File: src/rtl/hazard_ctrl_pkg.sv
// Shared MIPS pipeline constants: forwarding selects, mult/div sequencer states, and the register-0 rule.
package mips_pkg;

  localparam int unsigned REG_W = 5;
  localparam int unsigned STAT_W = 32;

  localparam logic [1:0] FWD_RF  = 2'b00;
  localparam logic [1:0] FWD_WB  = 2'b01;
  localparam logic [1:0] FWD_MEM = 2'b10;

  localparam logic [1:0] IDLE = 2'b00;
  localparam logic [1:0] BUSY = 2'b01;
  localparam logic [1:0] DONE = 2'b10;

  localparam logic [REG_W-1:0] REG_ZERO = 5'd0;

  // A producer matches a consumer only on a real (non-$zero) register.
  function automatic logic reg_hit(input logic [REG_W-1:0] dst, input logic [REG_W-1:0] src);
    return (dst != REG_ZERO) && (dst == src);
  endfunction

endpackage

File: src/rtl/hazard_ctrl_if.sv
// Pipeline-side bundle between the datapath (master) and the hazard controller (slave).
interface hazard_ctrl_if;
  import mips_pkg::*;

  logic [REG_W-1:0] rs_d, rt_d, rs_e, rt_e;
  logic [REG_W-1:0] write_reg_e, write_reg_m, write_reg_w;
  logic             reg_write_e, reg_write_m, reg_write_w;
  logic             mem_to_reg_e, mem_to_reg_m;
  logic             branch_d, jump_d, pc_src_d, hilo_read_d;
  logic             md_start_e, md_div_e;
  logic             stall_f, stall_d, clr_d, flush_e;
  logic             fwd_a_d, fwd_b_d;
  logic [1:0]       fwd_a_e, fwd_b_e;
  logic             md_busy, hilo_we;

  modport master (
    output rs_d, rt_d, rs_e, rt_e, write_reg_e, write_reg_m, write_reg_w,
           reg_write_e, reg_write_m, reg_write_w, mem_to_reg_e, mem_to_reg_m,
           branch_d, jump_d, pc_src_d, hilo_read_d, md_start_e, md_div_e,
    input  stall_f, stall_d, clr_d, flush_e, fwd_a_d, fwd_b_d, fwd_a_e, fwd_b_e,
           md_busy, hilo_we
  );

  modport slave (
    input  rs_d, rt_d, rs_e, rt_e, write_reg_e, write_reg_m, write_reg_w,
           reg_write_e, reg_write_m, reg_write_w, mem_to_reg_e, mem_to_reg_m,
           branch_d, jump_d, pc_src_d, hilo_read_d, md_start_e, md_div_e,
    output stall_f, stall_d, clr_d, flush_e, fwd_a_d, fwd_b_d, fwd_a_e, fwd_b_e,
           md_busy, hilo_we
  );
endinterface

File: src/rtl/hazard_ctrl_md_seq.sv
// Mult/div sequencer: counts HI/LO busy cycles on negedge clk and pulses hilo_we on completion.
module md_seq
  import mips_pkg::*;
#(
  parameter int unsigned MULT_CYCLES = 4,
  parameter int unsigned DIV_CYCLES  = 32,
  parameter int unsigned CNT_W       = 6
) (
  input  logic clk,
  input  logic rst,
  input  logic md_start_e,
  input  logic md_div_e,
  output logic md_busy,
  output logic hilo_we
);

  logic [1:0]       state, state_n;
  logic [CNT_W-1:0] cnt, cnt_n, load;

  assign load = md_div_e ? CNT_W'(DIV_CYCLES - 1) : CNT_W'(MULT_CYCLES - 1);

  always_ff @(negedge clk or posedge rst) begin
    if (rst) begin
      state   <= IDLE;
      cnt     <= '0;
      md_busy <= 1'b0;
      hilo_we <= 1'b0;
    end else begin
      state   <= state_n;
      cnt     <= cnt_n;
      md_busy <= (state_n != IDLE);
      hilo_we <= (state_n == DONE);
    end
  end

  // A held start while BUSY or DONE is the same instruction, so only IDLE accepts it.
  always_comb begin
    state_n = state;
    cnt_n   = cnt;
    case (state)
      IDLE: begin
        if (md_start_e) begin
          if (load == '0) begin
            state_n = DONE;
          end else begin
            state_n = BUSY;
            cnt_n   = load;
          end
        end
      end
      BUSY: begin
        cnt_n = cnt - CNT_W'(1);
        if (cnt <= CNT_W'(1)) state_n = DONE;
      end
      DONE:    state_n = IDLE;
      default: state_n = IDLE;
    endcase
  end

endmodule

File: src/rtl/hazard_ctrl.sv
// Hazard, stall/flush and forwarding control for the 5-stage pipeline.
// Optional HAZARD_STATS_EN adds saturating stall_cnt/flush_cnt outputs.
module hazard_ctrl
  import mips_pkg::*;
#(
  parameter int unsigned MULT_CYCLES = 4,
  parameter int unsigned DIV_CYCLES  = 32,
  parameter int unsigned CNT_W       = 6
) (
  input  logic         clk,
  input  logic         rst,
  hazard_ctrl_if.slave hz
`ifdef HAZARD_STATS_EN
  ,
  output logic [STAT_W-1:0] stall_cnt,
  output logic [STAT_W-1:0] flush_cnt
`endif
);

  logic md_busy, hilo_we;
  logic lwstall, brstall, mdstall, stall;
  logic e_hit_d, m_hit_d;

  md_seq #(
    .MULT_CYCLES(MULT_CYCLES),
    .DIV_CYCLES (DIV_CYCLES),
    .CNT_W      (CNT_W)
  ) u_md_seq (
    .clk       (clk),
    .rst       (rst),
    .md_start_e(hz.md_start_e),
    .md_div_e  (hz.md_div_e),
    .md_busy   (md_busy),
    .hilo_we   (hilo_we)
  );

  always_comb begin
    e_hit_d = reg_hit(hz.write_reg_e, hz.rs_d) | reg_hit(hz.write_reg_e, hz.rt_d);
    m_hit_d = reg_hit(hz.write_reg_m, hz.rs_d) | reg_hit(hz.write_reg_m, hz.rt_d);
    lwstall = hz.mem_to_reg_e & hz.reg_write_e & e_hit_d;
    brstall = hz.branch_d & ((hz.reg_write_e & e_hit_d) | (hz.mem_to_reg_m & m_hit_d));
    mdstall = (md_busy & (hz.hilo_read_d | hz.md_start_e)) |
              (~md_busy & hz.md_start_e & hz.hilo_read_d);
    stall   = lwstall | brstall | mdstall;
  end

  // Memory stage wins over writeback when both produce the same register.
  function automatic logic [1:0] fwd_e(input logic [REG_W-1:0] src);
    if (hz.reg_write_m && reg_hit(hz.write_reg_m, src)) return FWD_MEM;
    if (hz.reg_write_w && reg_hit(hz.write_reg_w, src)) return FWD_WB;
    return FWD_RF;
  endfunction

  // Everything is forced quiet while reset is held.
  assign hz.stall_f = ~rst & stall;
  assign hz.stall_d = ~rst & stall;
  assign hz.flush_e = ~rst & (lwstall | brstall);
  assign hz.clr_d   = ~rst & (hz.pc_src_d | hz.jump_d) & ~stall;
  assign hz.fwd_a_d = ~rst & hz.reg_write_m & reg_hit(hz.write_reg_m, hz.rs_d);
  assign hz.fwd_b_d = ~rst & hz.reg_write_m & reg_hit(hz.write_reg_m, hz.rt_d);
  assign hz.fwd_a_e = rst ? FWD_RF : fwd_e(hz.rs_e);
  assign hz.fwd_b_e = rst ? FWD_RF : fwd_e(hz.rt_e);
  assign hz.md_busy = md_busy;
  assign hz.hilo_we = hilo_we;

`ifdef HAZARD_STATS_EN
  always_ff @(negedge clk or posedge rst) begin
    if (rst) begin
      stall_cnt <= '0;
      flush_cnt <= '0;
    end else begin
      if (hz.stall_d && (stall_cnt != '1)) stall_cnt <= stall_cnt + STAT_W'(1);
      if ((hz.clr_d || hz.flush_e) && (flush_cnt != '1)) flush_cnt <= flush_cnt + STAT_W'(1);
    end
  end
`endif

endmodule

File: src/flat_wrapper.sv
// flat-port wrapper written by rule: the top's interface ports become plain ports
module hazard_ctrl_flat import mips_pkg::*;
#(
  parameter int unsigned MULT_CYCLES = 4,
  parameter int unsigned DIV_CYCLES  = 32,
  parameter int unsigned CNT_W       = 6
)
  (clk, rst, hz_rs_d, hz_rt_d, hz_rs_e, hz_rt_e, hz_write_reg_e, hz_write_reg_m, hz_write_reg_w, hz_reg_write_e, hz_reg_write_m, hz_reg_write_w, hz_mem_to_reg_e, hz_mem_to_reg_m, hz_branch_d, hz_jump_d, hz_pc_src_d, hz_hilo_read_d, hz_md_start_e, hz_md_div_e, hz_stall_f, hz_stall_d, hz_clr_d, hz_flush_e, hz_fwd_a_d, hz_fwd_b_d, hz_fwd_a_e, hz_fwd_b_e, hz_md_busy, hz_hilo_we);
  hazard_ctrl_if hz_i ();
  input  logic clk;
  input  logic rst;
  input wire logic [$bits(hz_i.rs_d)-1:0] hz_rs_d;
  input wire logic [$bits(hz_i.rt_d)-1:0] hz_rt_d;
  input wire logic [$bits(hz_i.rs_e)-1:0] hz_rs_e;
  input wire logic [$bits(hz_i.rt_e)-1:0] hz_rt_e;
  input wire logic [$bits(hz_i.write_reg_e)-1:0] hz_write_reg_e;
  input wire logic [$bits(hz_i.write_reg_m)-1:0] hz_write_reg_m;
  input wire logic [$bits(hz_i.write_reg_w)-1:0] hz_write_reg_w;
  input wire logic [$bits(hz_i.reg_write_e)-1:0] hz_reg_write_e;
  input wire logic [$bits(hz_i.reg_write_m)-1:0] hz_reg_write_m;
  input wire logic [$bits(hz_i.reg_write_w)-1:0] hz_reg_write_w;
  input wire logic [$bits(hz_i.mem_to_reg_e)-1:0] hz_mem_to_reg_e;
  input wire logic [$bits(hz_i.mem_to_reg_m)-1:0] hz_mem_to_reg_m;
  input wire logic [$bits(hz_i.branch_d)-1:0] hz_branch_d;
  input wire logic [$bits(hz_i.jump_d)-1:0] hz_jump_d;
  input wire logic [$bits(hz_i.pc_src_d)-1:0] hz_pc_src_d;
  input wire logic [$bits(hz_i.hilo_read_d)-1:0] hz_hilo_read_d;
  input wire logic [$bits(hz_i.md_start_e)-1:0] hz_md_start_e;
  input wire logic [$bits(hz_i.md_div_e)-1:0] hz_md_div_e;
  output wire logic [$bits(hz_i.stall_f)-1:0] hz_stall_f;
  output wire logic [$bits(hz_i.stall_d)-1:0] hz_stall_d;
  output wire logic [$bits(hz_i.clr_d)-1:0] hz_clr_d;
  output wire logic [$bits(hz_i.flush_e)-1:0] hz_flush_e;
  output wire logic [$bits(hz_i.fwd_a_d)-1:0] hz_fwd_a_d;
  output wire logic [$bits(hz_i.fwd_b_d)-1:0] hz_fwd_b_d;
  output wire logic [$bits(hz_i.fwd_a_e)-1:0] hz_fwd_a_e;
  output wire logic [$bits(hz_i.fwd_b_e)-1:0] hz_fwd_b_e;
  output wire logic [$bits(hz_i.md_busy)-1:0] hz_md_busy;
  output wire logic [$bits(hz_i.hilo_we)-1:0] hz_hilo_we;
  assign hz_i.rs_d = hz_rs_d;
  assign hz_i.rt_d = hz_rt_d;
  assign hz_i.rs_e = hz_rs_e;
  assign hz_i.rt_e = hz_rt_e;
  assign hz_i.write_reg_e = hz_write_reg_e;
  assign hz_i.write_reg_m = hz_write_reg_m;
  assign hz_i.write_reg_w = hz_write_reg_w;
  assign hz_i.reg_write_e = hz_reg_write_e;
  assign hz_i.reg_write_m = hz_reg_write_m;
  assign hz_i.reg_write_w = hz_reg_write_w;
  assign hz_i.mem_to_reg_e = hz_mem_to_reg_e;
  assign hz_i.mem_to_reg_m = hz_mem_to_reg_m;
  assign hz_i.branch_d = hz_branch_d;
  assign hz_i.jump_d = hz_jump_d;
  assign hz_i.pc_src_d = hz_pc_src_d;
  assign hz_i.hilo_read_d = hz_hilo_read_d;
  assign hz_i.md_start_e = hz_md_start_e;
  assign hz_i.md_div_e = hz_md_div_e;
  assign hz_stall_f = hz_i.stall_f;
  assign hz_stall_d = hz_i.stall_d;
  assign hz_clr_d = hz_i.clr_d;
  assign hz_flush_e = hz_i.flush_e;
  assign hz_fwd_a_d = hz_i.fwd_a_d;
  assign hz_fwd_b_d = hz_i.fwd_b_d;
  assign hz_fwd_a_e = hz_i.fwd_a_e;
  assign hz_fwd_b_e = hz_i.fwd_b_e;
  assign hz_md_busy = hz_i.md_busy;
  assign hz_hilo_we = hz_i.hilo_we;
  hazard_ctrl #(.MULT_CYCLES(MULT_CYCLES), .DIV_CYCLES(DIV_CYCLES), .CNT_W(CNT_W)) u_core (.clk(clk), .rst(rst), .hz(hz_i));
endmodule
File: config.mk
export PLATFORM = sky130hd
export DESIGN_NAME = hazard_ctrl_flat
export DESIGN_NICKNAME = d
export VERILOG_FILES = /design/src/rtl/hazard_ctrl_pkg.sv /design/src/rtl/hazard_ctrl_if.sv /design/src/rtl/hazard_ctrl_md_seq.sv /design/src/rtl/hazard_ctrl.sv /design/src/flat_wrapper.sv
export SDC_FILE = /design/constraint.sdc
export NUM_CORES = 1
export LEC_CHECK = 0
export ABC_AREA = 1
export BUFFER_PORTS_ARGS = -buffer_cell sky130_fd_sc_hd__buf_2
export CAP_MARGIN = 20
export CORE_MARGIN = 4
export CORE_UTILIZATION = 40
export DETAILED_ROUTE_END_ITERATION = 12
export PLACE_DENSITY = 0.7
export SYNTH_ARGS = -nofsm -noshare
export SYNTH_HDL_FRONTEND = slang
export SYNTH_HIERARCHICAL = 1
export SYNTH_SLANG_ARGS = --single-unit
export TNS_END_PERCENT = 20
File: constraint.sdc
create_clock -name clk -period 3.3 [get_ports clk]
set_input_delay 0.33 -clock clk [delete_from_list [all_inputs] [get_ports clk]]
set_output_delay 0.33 -clock clk [all_outputs]
set_load 0.02 [all_outputs]
==> results.json <==
{
  "ant_nets": 0,
  "p_switching_w": 0.000327,
  "antenna_found_initial": 0,
  "core-area_um2": 3080,
  "avgSynthCellArea_um2": 5.97,
  "drive_above_1_share_pct": 31.2,
  "clock-sinks": 10,
  "crit_arrival_ns": 2.88,
  "grt_pass1_wl_um": 5930,
  "seqPwrFrac_pct": 30.6,
  "grt_util_all_layers_pct": 17.5,
  "die_h_um": 65.2,
  "switching_share_pct": 44.7,
  "p_leak_nw": 0.966,
  "critPathMaxFanout": 2,
  "finalMaxSlewViolations": 0,
  "maxCapViolCount": 0,
  "slew_headroom_pct": 73.0,
  "clkPwrFrac_pct": 15.1,
  "synth_xor_area_share_pct": 14.1,
  "synth_mux_area_share_pct": 0,
  "path_cells": "a21oi_1 > o21bai_2 > nand3_2 > nand2_2 > inv_2 > buf_6",
  "total_power_w": 0.000732,
  "fin_worst_skew_ns": 0.00107,
  "crit_path_end_kind": "primary output",
  "initial_core_util_pct": 42.5,
  "synth_fa_ha_area_share_pct": 1.91,
  "finalNetCount": 330,
  "final_common_cell": "nand2_1",
  "slowest_delay_ns": 0.41,
  "worst_ep_required_time_ns": 2.97,
  "finalSetupTns_ns": 0,
  "diodes": 0,
  "die-width_um": 65.2,
  "postCtsSetupBuffers": 0,
  "grt_max_degree": 11,
  "gr-total-overflow": 0,
  "hpwl_um": 3000,
  "synth_top_family_by_area": "simple AND/OR/NAND/NOR gates",
  "tightest_slew_ns": 0.404,
  "synth_cells": 219,
  "syn_area_um2": 1310,
  "start_kind": "flop",
  "numCtsBuffers": 3,
  "ys_seq_elements": 10,
  "clk_path_buf_depth": 2,
  "wl_um": 3470,
  "die_area_um2": 4250,
  "routed_via_density": 4.55,
  "clock_latency_ns": 0.27,
  "vias": 1469,
  "ys_seq_area_share_pct": 19.1,
  "p_int_w": 0.000405,
  "grt_pass1_vias": 1423,
  "cts-root-buf": "clkbuf_4",
  "hp-class": "reg -> reg",
  "fp-row-count": 20,
  "power_density_nw_per_um2": 435,
  "wl_per_cell_um": 10.7,
  "synth-compound-area-share_pct": 8.42,
  "drtIter0Drc": 103,
  "io_buffer_count": 59,
  "vdd_drop_max_v": 0.000162,
  "area_delta_synth_final_pct": 28.7,
  "yosysUniqueCellTypes": 30,
  "worstSetupPathType": "reg -> out",
  "hold_violations": 0,
  "cts_tree": "yes",
  "finalSetupViolations": 0,
  "fill_cells": 334,
  "combPwrFrac_pct": 54.4,
  "dr.pass1.iters": 4,
  "syn_nets": 269,
  "cp_slowest_cell": "dfrtn_1",
  "status": "completed",
  "final_cell_mix": "58 x nand2_1, 57 x buf_2, 34 x nor2_1",
  "cts.reportedPaths.clkPinSlew_ns": 0.05,
  "drc": 0,
  "ios": 60,
  "place_congestion": 0.827,
  "yosys.area_share.simple_pct": 43.8,
  "rsz0062_at_grt": "no",
  "cts_max_level": 1,
  "ys_warn_count": 6
}
[final cells by class]
type / instances / area, µm² / share of cell area (%)
flip-flops and latches: 10 / 250 / 14.9
multi-input cells: 170 / 898 / 53.4
repair buffers: 59 / 308 / 18.3
clock buffers: 4 / 36.3 / 2.16
well taps: 44 / 55.1 / 3.27
inverters: 36 / 135 / 8.03
[worst max-delay path, delay by kind of cell (launching register included)]
kind,cells,cell delay (ns)
flops,1,0.41
compound gates,2,0.23
buf+inv,2,0.17
simple gates,2,0.14
[logic make-up (layout without fill, tap and decap cells)]
group,Yosys count,in the layout
buf+inv,39,99
fa+ha+maj,2,2
simple gates,130,130
xor+xnor,21,21
compound gates,17,17
flops,10,10
[power by group through the flow]
stage	clock network, W	logic, W	registers [W]
6_report	0.000110	0.000398	0.000224
5_1_grt	0.000118	0.000456	0.000232
4_1_cts	0.000113	0.000389	0.000224
3_5_place_dp	0	0.000387	0.000226
3_3_place_gp	0	0.000378	0.000224
2_1_floorplan	0	0.000272	0.000227
[state kept, by name, indices dropped and copies added (netlist names)]
| register | count |
|---|---|
| u_core/u_md_seq/state | 2 |
| u_core/u_md_seq/cnt | 6 |
| u_core/u_md_seq/hilo_we | 1 |
| u_core/u_md_seq/md_busy | 1 |
[cell usage after synthesis]
cell type  number  area share [%]
a22oi_1         1            0.57
nand4_1         2            0.96
inv_2           8             2.3
a21oi_1         4             1.5
o21bai_1        1            0.57
inv_1          27             7.8
nand3_2         3             2.3
a31oi_1         1            0.48
ha_1            2             1.9
o21ai_0         5             1.9
nand2_2         3             1.4
dfrtn_1        10              19
nor3_1          5             1.9
clkinv_1        1            0.29
o211ai_1        3             1.7
nor2_2          4             1.9
buf_4           1            0.57
nor2_1         34             9.8
nand2_1        59              17
or2_0           1            0.48
buf_6           2             1.7
xor2_1         10             6.7
nor2_4          1            0.86
o21ai_4         1             1.2
and2_1          1            0.48
xnor2_1        11             7.4
o21ai_1         1            0.38
or2_2           1            0.48
nor4_1          2            0.96
nand3_1        14             5.4
[what timing repair did]
| item | CTS | global route |
|---|---|---|
| hold buffers | 0 | 0 |
| setup endpoints to repair | 0 | 3 |
| resized for setup | 0 | 7 |
[final timing paths]
kind / slack, ns / cells past startpoint / endpoint / from
worst min register to register: 0.39 / 1 / u_core/u_md_seq/hilo_we / u_core/u_md_seq/state[1]
min in group asynchronous: 1.66 / 2 / u_core/u_md_seq/state[1] / rst
max in group asynchronous: 1.32 / 2 / u_core/u_md_seq/state[0] / rst
worst max register to register: 2.00 / 6 / u_core/u_md_seq/cnt[2] / u_core/u_md_seq/cnt[0]
worst max-delay path: 0.09 / 6 / hz_stall_d / u_core/u_md_seq/md_busy
worst min-delay path: 0.39 / 1 / u_core/u_md_seq/hilo_we / u_core/u_md_seq/state[1]
[metrics by stage]
stage | setup WS (ns) | instance area [µm²] | instances | util (%) | hold WS (ns)
floorplan | 0.157 | 1310 | 219 | - | 0.374
global placement | 0.391 | 1630 | 319 | 52.9 | 0.382
detailed placement | 0.370 | 1630 | 319 | 52.9 | 0.393
CTS | 0.0705 | 1660 | 323 | 54.1 | 0.394
global route | 0.00244 | 1680 | 323 | 54.7 | 0.441
finish | 0.0895 | 1680 | 323 | 54.7 | 0.393
[routing by layer]
layer | track usage (%) | routed length (µm) | vias up
li1 | - | - | 801
met1 | 22.4 | 1600 | 629
met2 | 30.0 | 1630 | 39
met3 | 3.25 | 239 | 0
met4 | 4.66 | 0 | 0
met5 | 0 | 0 | -
No activity file was read; power rests on OpenSTA's default activity.
